[src/rtl/drum_audio_tx_pkg.sv]
// Shared types and default widths for the drum audio transmit path.
// Holds the transmit FSM state enum imported by drum_audio_tx.
package drum_pkg;

  localparam int DATA_W_DEF     = 18;
  localparam int AUDIO_W_DEF    = 32;
  localparam int SHIFT_DEF      = 14;
  localparam int FIFO_DEPTH_DEF = 8;

  typedef enum logic [1:0] {
    S_IDLE,
    S_POP,
    S_LEFT,
    S_RIGHT
  } tx_state_t;

endpackage

[src/rtl/drum_audio_tx_if.sv]
// Codec-side sample bus: one shared data word, left/right valid/ready.
// master = transmitter (drives data/valids), slave = audio core.
interface drum_audio_tx_if #(
  parameter int AUDIO_W = 32
);
  logic [AUDIO_W-1:0] audio_data;
  logic               audio_left_valid;
  logic               audio_left_ready;
  logic               audio_right_valid;
  logic               audio_right_ready;

  modport master (
    output audio_data,
    output audio_left_valid,
    output audio_right_valid,
    input  audio_left_ready,
    input  audio_right_ready
  );

  modport slave (
    input  audio_data,
    input  audio_left_valid,
    input  audio_right_valid,
    output audio_left_ready,
    output audio_right_ready
  );
endinterface

[src/rtl/drum_audio_tx_fifo.sv]
// drum_sample_fifo: sync FIFO, registered full/empty, level output.
// Ports: clk, rst, push/wdata, pop/rdata (head), full, empty, level.
module drum_sample_fifo #(
  parameter int W     = 18,
  parameter int DEPTH = 8,
  localparam int AW   = $clog2(DEPTH),
  localparam int LW   = AW + 1
) (
  input  logic          clk,
  input  logic          rst,
  input  logic          push,
  input  logic [W-1:0]  wdata,
  input  logic          pop,
  output logic [W-1:0]  rdata,
  output logic          full,
  output logic          empty,
  output logic [LW-1:0] level
);

  logic [W-1:0]  mem [DEPTH];
  logic [AW-1:0] wr_ptr;
  logic [AW-1:0] rd_ptr;
  logic          do_push;
  logic          do_pop;
  logic [LW-1:0] lvl_nxt;

  assign do_push = push & ~full;
  assign do_pop  = pop & ~empty;
  assign rdata   = mem[rd_ptr];
  assign lvl_nxt = level + LW'(do_push)
                 - LW'(do_pop);

  always_ff @(posedge clk) begin
    if (do_push) mem[wr_ptr] <= wdata;
  end

  // Pointers are AW bits wide, so they wrap
  // modulo DEPTH on their own.
  always_ff @(posedge clk) begin
    if (rst) begin
      wr_ptr <= '0;
      rd_ptr <= '0;
      level  <= '0;
      full   <= 1'b0;
      empty  <= 1'b1;
    end else begin
      if (do_push) wr_ptr <= wr_ptr + 1'b1;
      if (do_pop)  rd_ptr <= rd_ptr + 1'b1;
      level <= lvl_nxt;
      full  <= (lvl_nxt == LW'(DEPTH));
      empty <= (lvl_nxt == '0);
    end
  end

endmodule

[src/rtl/drum_audio_tx.sv]
// Drains solver node samples to the codec as left/right word pairs.
// Ports: clk, rst, sample_in/valid/ready, audio (if master),
// fifo_level, overflow. Option: DRUM_TX_HOLD_EN (re-send on stall).
module drum_audio_tx
  import drum_pkg::*;
#(
  parameter int DATA_W     = DATA_W_DEF,
  parameter int AUDIO_W    = AUDIO_W_DEF,
  parameter int SHIFT      = SHIFT_DEF,
  parameter int FIFO_DEPTH = FIFO_DEPTH_DEF,
  localparam int LW        = $clog2(FIFO_DEPTH) + 1
) (
  input  logic              clk,
  input  logic              rst,
  input  logic [DATA_W-1:0] sample_in,
  input  logic              sample_valid,
  output logic              sample_ready,
  drum_audio_tx_if.master   audio,
  output logic [LW-1:0]     fifo_level,
  output logic              overflow
);

  tx_state_t         state;
  logic              full;
  logic              empty;
  logic              push;
  logic              pop;
  logic [DATA_W-1:0] head;
  logic [AUDIO_W-1:0] scaled;

  // Ready comes straight from the registered full
  // flag, so a same-cycle pop never frees a slot.
  assign sample_ready = ~full;
  assign push         = sample_valid & sample_ready;
  assign pop          = (state == S_POP);

  assign scaled = {{(AUDIO_W-DATA_W){head[DATA_W-1]}},
                   head} << SHIFT;

  drum_sample_fifo #(
    .W     (DATA_W),
    .DEPTH (FIFO_DEPTH)
  ) u_fifo (
    .clk   (clk),
    .rst   (rst),
    .push  (push),
    .wdata (sample_in),
    .pop   (pop),
    .rdata (head),
    .full  (full),
    .empty (empty),
    .level (fifo_level)
  );

  always_ff @(posedge clk) begin
    if (rst) overflow <= 1'b0;
    else if (sample_valid & ~sample_ready)
      overflow <= 1'b1;
  end

  always_ff @(posedge clk) begin
    if (rst) begin
      state                   <= S_IDLE;
      audio.audio_data        <= '0;
      audio.audio_left_valid  <= 1'b0;
      audio.audio_right_valid <= 1'b0;
    end else begin
      unique case (state)
        S_IDLE: begin
          if (!empty) begin
            state <= S_POP;
`ifdef DRUM_TX_HOLD_EN
          end else if (audio.audio_left_ready) begin
            // Replay the last word to keep codec rate.
            state                  <= S_LEFT;
            audio.audio_left_valid <= 1'b1;
`endif
          end
        end
        S_POP: begin
          audio.audio_data       <= scaled;
          audio.audio_left_valid <= 1'b1;
          state                  <= S_LEFT;
        end
        S_LEFT: begin
          if (audio.audio_left_ready) begin
            audio.audio_left_valid  <= 1'b0;
            audio.audio_right_valid <= 1'b1;
            state                   <= S_RIGHT;
          end
        end
        S_RIGHT: begin
          if (audio.audio_right_ready) begin
            audio.audio_right_valid <= 1'b0;
            state <= empty ? S_IDLE : S_POP;
          end
        end
        default: state <= S_IDLE;
      endcase
    end
  end

endmodule
[src/flat_wrapper.sv]
// flat-port wrapper written by rule: the top's interface ports become plain ports
module drum_audio_tx_flat import drum_pkg::*;
#(
  parameter int DATA_W     = DATA_W_DEF,
  parameter int AUDIO_W    = AUDIO_W_DEF,
  parameter int SHIFT      = SHIFT_DEF,
  parameter int FIFO_DEPTH = FIFO_DEPTH_DEF,
  localparam int LW        = $clog2(FIFO_DEPTH) + 1
)
  (clk, rst, sample_in, sample_valid, sample_ready, fifo_level, overflow, audio_audio_data, audio_audio_left_valid, audio_audio_right_valid, audio_audio_left_ready, audio_audio_right_ready);
  drum_audio_tx_if #(.AUDIO_W(AUDIO_W)) audio_i ();
  input  logic clk;
  input  logic rst;
  input  logic [DATA_W-1:0] sample_in;
  input  logic sample_valid;
  output logic sample_ready;
  output logic [LW-1:0] fifo_level;
  output logic overflow;
  output wire logic [$bits(audio_i.audio_data)-1:0] audio_audio_data;
  output wire logic [$bits(audio_i.audio_left_valid)-1:0] audio_audio_left_valid;
  output wire logic [$bits(audio_i.audio_right_valid)-1:0] audio_audio_right_valid;
  input wire logic [$bits(audio_i.audio_left_ready)-1:0] audio_audio_left_ready;
  input wire logic [$bits(audio_i.audio_right_ready)-1:0] audio_audio_right_ready;
  assign audio_audio_data = audio_i.audio_data;
  assign audio_audio_left_valid = audio_i.audio_left_valid;
  assign audio_audio_right_valid = audio_i.audio_right_valid;
  assign audio_i.audio_left_ready = audio_audio_left_ready;
  assign audio_i.audio_right_ready = audio_audio_right_ready;
  drum_audio_tx #(.DATA_W(DATA_W), .AUDIO_W(AUDIO_W), .SHIFT(SHIFT), .FIFO_DEPTH(FIFO_DEPTH)) u_core (.clk(clk), .rst(rst), .sample_in(sample_in), .sample_valid(sample_valid), .sample_ready(sample_ready), .audio(audio_i), .fifo_level(fifo_level), .overflow(overflow));
endmodule
[config.mk]
export PLATFORM = sky130hd
export DESIGN_NAME = drum_audio_tx_flat
export DESIGN_NICKNAME = d
export VERILOG_FILES = /design/src/rtl/drum_audio_tx_pkg.sv /design/src/rtl/drum_audio_tx_if.sv /design/src/rtl/drum_audio_tx_fifo.sv /design/src/rtl/drum_audio_tx.sv /design/src/flat_wrapper.sv
export SDC_FILE = /design/constraint.sdc
export NUM_CORES = 1
export LEC_CHECK = 0
export ABC_AREA = 1
export CORE_MARGIN = 1.5
export CORE_UTILIZATION = 60
export DETAILED_ROUTE_END_ITERATION = 10
export PLACE_DENSITY = 0.89
export SETUP_SLACK_MARGIN = 0.1
export SYNTH_ARGS = -nofsm -noshare
export SYNTH_HDL_FRONTEND = slang
export SYNTH_HIERARCHICAL = 1
export SYNTH_SLANG_ARGS = --single-unit
[constraint.sdc]
create_clock -name clk -period 5.4 [get_ports clk]
set_input_delay 1.08 -clock clk [delete_from_list [all_inputs] [get_ports clk]]
set_output_delay 1.08 -clock clk [all_outputs]
set_load 0.01 [all_outputs]
==> impl_metrics.csv <==
group,metric,value,unit
power_and_ir_drop,p_leak,3.34,nW
setup_path,rr_endpoint,"u_core/u_fifo/empty$_SDFF_PP1_",
die,die_height,116,µm
job,drv_cap,0,
routing,drt_iter0_markers,473,
finish,fill_cells,784,
synth,ys_types,30,
worst_hold_path,hp-start,"u_core/audio.audio_left_valid$_SDFFE_PP0P_",
synth,ys.flop_type,"edfxtp_1",
sta,hold_viol,0,
clocking,clock-sinks,182,
synth,syn_inst,719,
sta,skew,0.0106,ns
routing,routed_wl,15.6,mm
setup_path,cp-end-kind,"flip-flop",
die,coreArea,12200,µm²
worst_hold_path,min_path_cells,2,
clocking,cts_buffers,17,
routing,firstDrtPassIters,5,
clocking,h-tree-depth,4,
power_and_ir_drop,combPwrFrac,29.0,%
power_and_ir_drop,p_per_area,495,nW/µm²
setup_path,crit_arrival,3.19,ns
die,die_width,116,µm
finish,antennaDiodeCount,0,
placed_design,gp_congestion,0.801,
placed_design,dp_cells,913,
routing,avgRoutedWirePerCell,16.5,µm
global_route,grt_pass1_vias,4944,
synth,synth_edf_count,144,
clocking,cts_root_buf,"clkbuf_16",
global_route,grt_pass1_wl,24.3,mm
finish,stdcell_count,945,
power_and_ir_drop,switching_share,33.2,%
global_route,grt_overflow_total,0,
finish,area_growth,13.4,%
die,die_area,13400,µm²
sta,tightest_slew,0.890,ns
placed_design,dp_hpwl,9.27,mm
global_route,grt_use_total,24.8,%
finish,final_nets,799,
setup_path,critPathMaxFanout,6,
setup_path,crit_type,"primary input to flip-flop",
sta,min_period_over_period,52.4,%
global_route,grt_max_degree,74,
synth,yosysWarnings,6,
clocking,cts.hold.buffers_added,0,
worst_hold_path,hp-class,"flip-flop to flip-flop",
sta,setup_tns,0,ns
synth,syn_area_per_cell,10.6,µm²
power_and_ir_drop,vdd_drop_max,242,µV
clocking,cts_resized,0,
sta,whs,0.481,ns
power_and_ir_drop,p_clk_share,28.0,%
clocking,cts_tree,"yes",
power_and_ir_drop,seq_power_share,42.9,%
setup_path,r2r_cells,11,
clocking,cts_setup_buffers,0,
sta,max_freq,0.353,GHz
routing,vias_per_cell,5.48,
die,initial_core_util,62.3,%
power_and_ir_drop,power.internal,2.85,mW
die,io_pins,63,
sta,min_period,2.83,ns
placed_design,port_buffers,48,
power_and_ir_drop,power_switching,1.42,mW
sta,setup-violations-final,0,
die,rows,40,
routing,vias,5174,
finish,drive_above_1_share,6.69,%
routing,drc,0,
synth,ys_seq_area_share,66.8,%
setup_path,critical_path_required,5.76,ns
synth,synth_seq_cells,182,
worst_hold_path,whs_endpoint,"u_core/audio.audio_left_valid$_SDFFE_PP0P_",
clocking,clockBufferDepth,2,
run_status,status,"completed",
sta,slew_viol_final,0,
global_route,antenna_found_initial,0,
sta,rsz0062_at_grt,"false",
setup_path,worstReg2RegStart,"u_core/state[1]$_SDFFE_PP0P_",
setup_path,reg2reg_setup_slack,2.65,ns
setup_path,cp-start-kind,"primary input",
routing,ant_nets,0,
clocking,clock_latency,0.43,ns
synth,synthArstFlopShare,0,%
clocking,cts.clk_slew.worst_paths,0.06,ns
sta,setup_slack,2.57,ns
placed_design,dpl_worst_slack,2.13,ns
synth,syn_area,7610,µm²
sta,slew_headroom,40.6,%
==> worst max path at each step <==
stage / slack [ns] / depth (start not counted) / to / startpoint
6_report: 2.57 / 11 / u_core/u_fifo/empty$_SDFF_PP1_ / sample_valid
5_1_grt: 2.32 / 11 / u_core/u_fifo/empty$_SDFF_PP1_ / u_core/state[1]$_SDFFE_PP0P_
4_1_cts: 2.58 / 11 / u_core/u_fifo/empty$_SDFF_PP1_ / sample_valid
3_5_place_dp: 2.13 / 11 / u_core/u_fifo/empty$_SDFF_PP1_ / sample_valid
3_3_place_gp: 2.25 / 11 / u_core/u_fifo/empty$_SDFF_PP1_ / sample_valid
2_1_floorplan: 2.71 / 6 / u_core/u_fifo/mem[0][0]$_DFFE_PP_ / sample_valid
==> power groups by stage <==
stage	Clock [mW]	Combinational, mW	Sequential [mW]
floorplan	0	0.848	1.87
global placement	0	1.14	1.84
detailed placement	0	1.20	1.86
CTS	1.21	1.23	1.83
global route	1.27	1.38	1.85
finish	1.20	1.24	1.83
==> final cells by class <==
| cell class | instances | area [µm²] | area share [%] |
|---|---|---|---|
| Multi-Input combinational cell | 472 | 2060 | 23.9 |
| Tap cell | 168 | 210 | 2.44 |
| Inverter | 33 | 139 | 1.61 |
| Sequential cell | 182 | 5090 | 58.9 |
| Clock inverter | 14 | 150 | 1.74 |
| Clock buffer | 18 | 429 | 4.97 |
| Timing Repair Buffer | 58 | 556 | 6.44 |
==> flip-flops by register name (all words and copies together), names as in the netlist, named ones only <==
register                        count
u_core/u_fifo/mem                 144
u_core/audio.audio_data            18
u_core/u_fifo/level                 4
u_core/u_fifo/rd_ptr                3
u_core/u_fifo/wr_ptr                3
u_core/state                        2
u_core/audio.audio_left_valid       1
u_core/audio.audio_right_valid      1
u_core/overflow                     1
u_core/u_fifo/empty                 1
u_core/u_fifo/full                  1
==> critical path: stages <==
cell and delay [ns]:
clkdlybuf4s50_1 0.48, inv_1 0.04, nor2_1 0.08, nand2_1 0.16, nand2_1 0.18, nand2_1 0.07, ha_1 0.21, fa_1 0.38
xnor2_1 0.21, nand3_1 0.15, o21bai_1 0.15
==> through the flow <==
step | util [%] | cell area (µm²) | power (mW)
after floorplan | - | 7660 | 2.72
after global routing | 70.7 | 8630 | 4.51
after global placement | 65.9 | 8050 | 2.98
after CTS | 70.7 | 8630 | 4.27
final | 70.7 | 8630 | 4.27
after detailed placement | 65.9 | 8050 | 3.07
==> cell usage after synthesis (6+ instances only) <==
cell	n	share of area, %
edfxtp_1	144	57
dfxtp_1	38	10
o21ai_1	56	3.7
buf_2	8	0.53
buf_6	14	2.1
a21oi_1	9	0.59
nand2_1	126	6.2
nand3_1	8	0.53
o21ai_0	37	2.4
nor2_1	198	9.8
nor2_2	6	0.49
ha_1	11	1.8
buf_4	20	2.0
inv_1	28	1.4
==> metal layers <==
metal  GRT usage (%)  part of all wire, %  vias to the layer above
met3            5.91                   10                       38
met2            41.1                   49                      302
met5               0                    0                        -
met1            31.2                   38                     2387
met4            11.5                  2.4                        0
li1                -                    -                     2447
==> cell families (layout without fill, tap and decap cells) <==
family,count (synthesis),count (layout),synth area share [%]
xor gates and xnor gates,2,2,0.230
buffers and inverters,78,123,6.77
other,1,14,0.0493
AOI/OAI and AO/OA,103,103,6.81
and+or+nand+nor,341,341,17.2
DFF,182,182,66.8
adders and majority gates,12,12,2.07
==> cells in the final DEF (no fill, tap or decap) <==
cell type,instances
fa_1,1
clkinv_2,1
nor2_2,6
clkbuf_16,17
dfxtp_2,1
clkinvlp_4,1
or2_2,1
clkdlybuf4s50_1,48
clkinv_4,5
nand2_2,1
bufinv_16,2
nor2_1,198
conb_1,14
o21bai_1,1
o21ai_0,37
xnor2_1,1
clkinv_1,3
inv_6,4
dfxtp_1,37
clkbuf_1,1
nand2_1,126
a21oi_1,9
xor2_1,1
inv_2,1
nand3_1,8
ha_1,11
or2_1,1
inv_4,1
inv_8,1
edfxtp_1,144
inv_1,28
o21ai_1,56
buf_4,10
(Power assumes the default switching activity.)
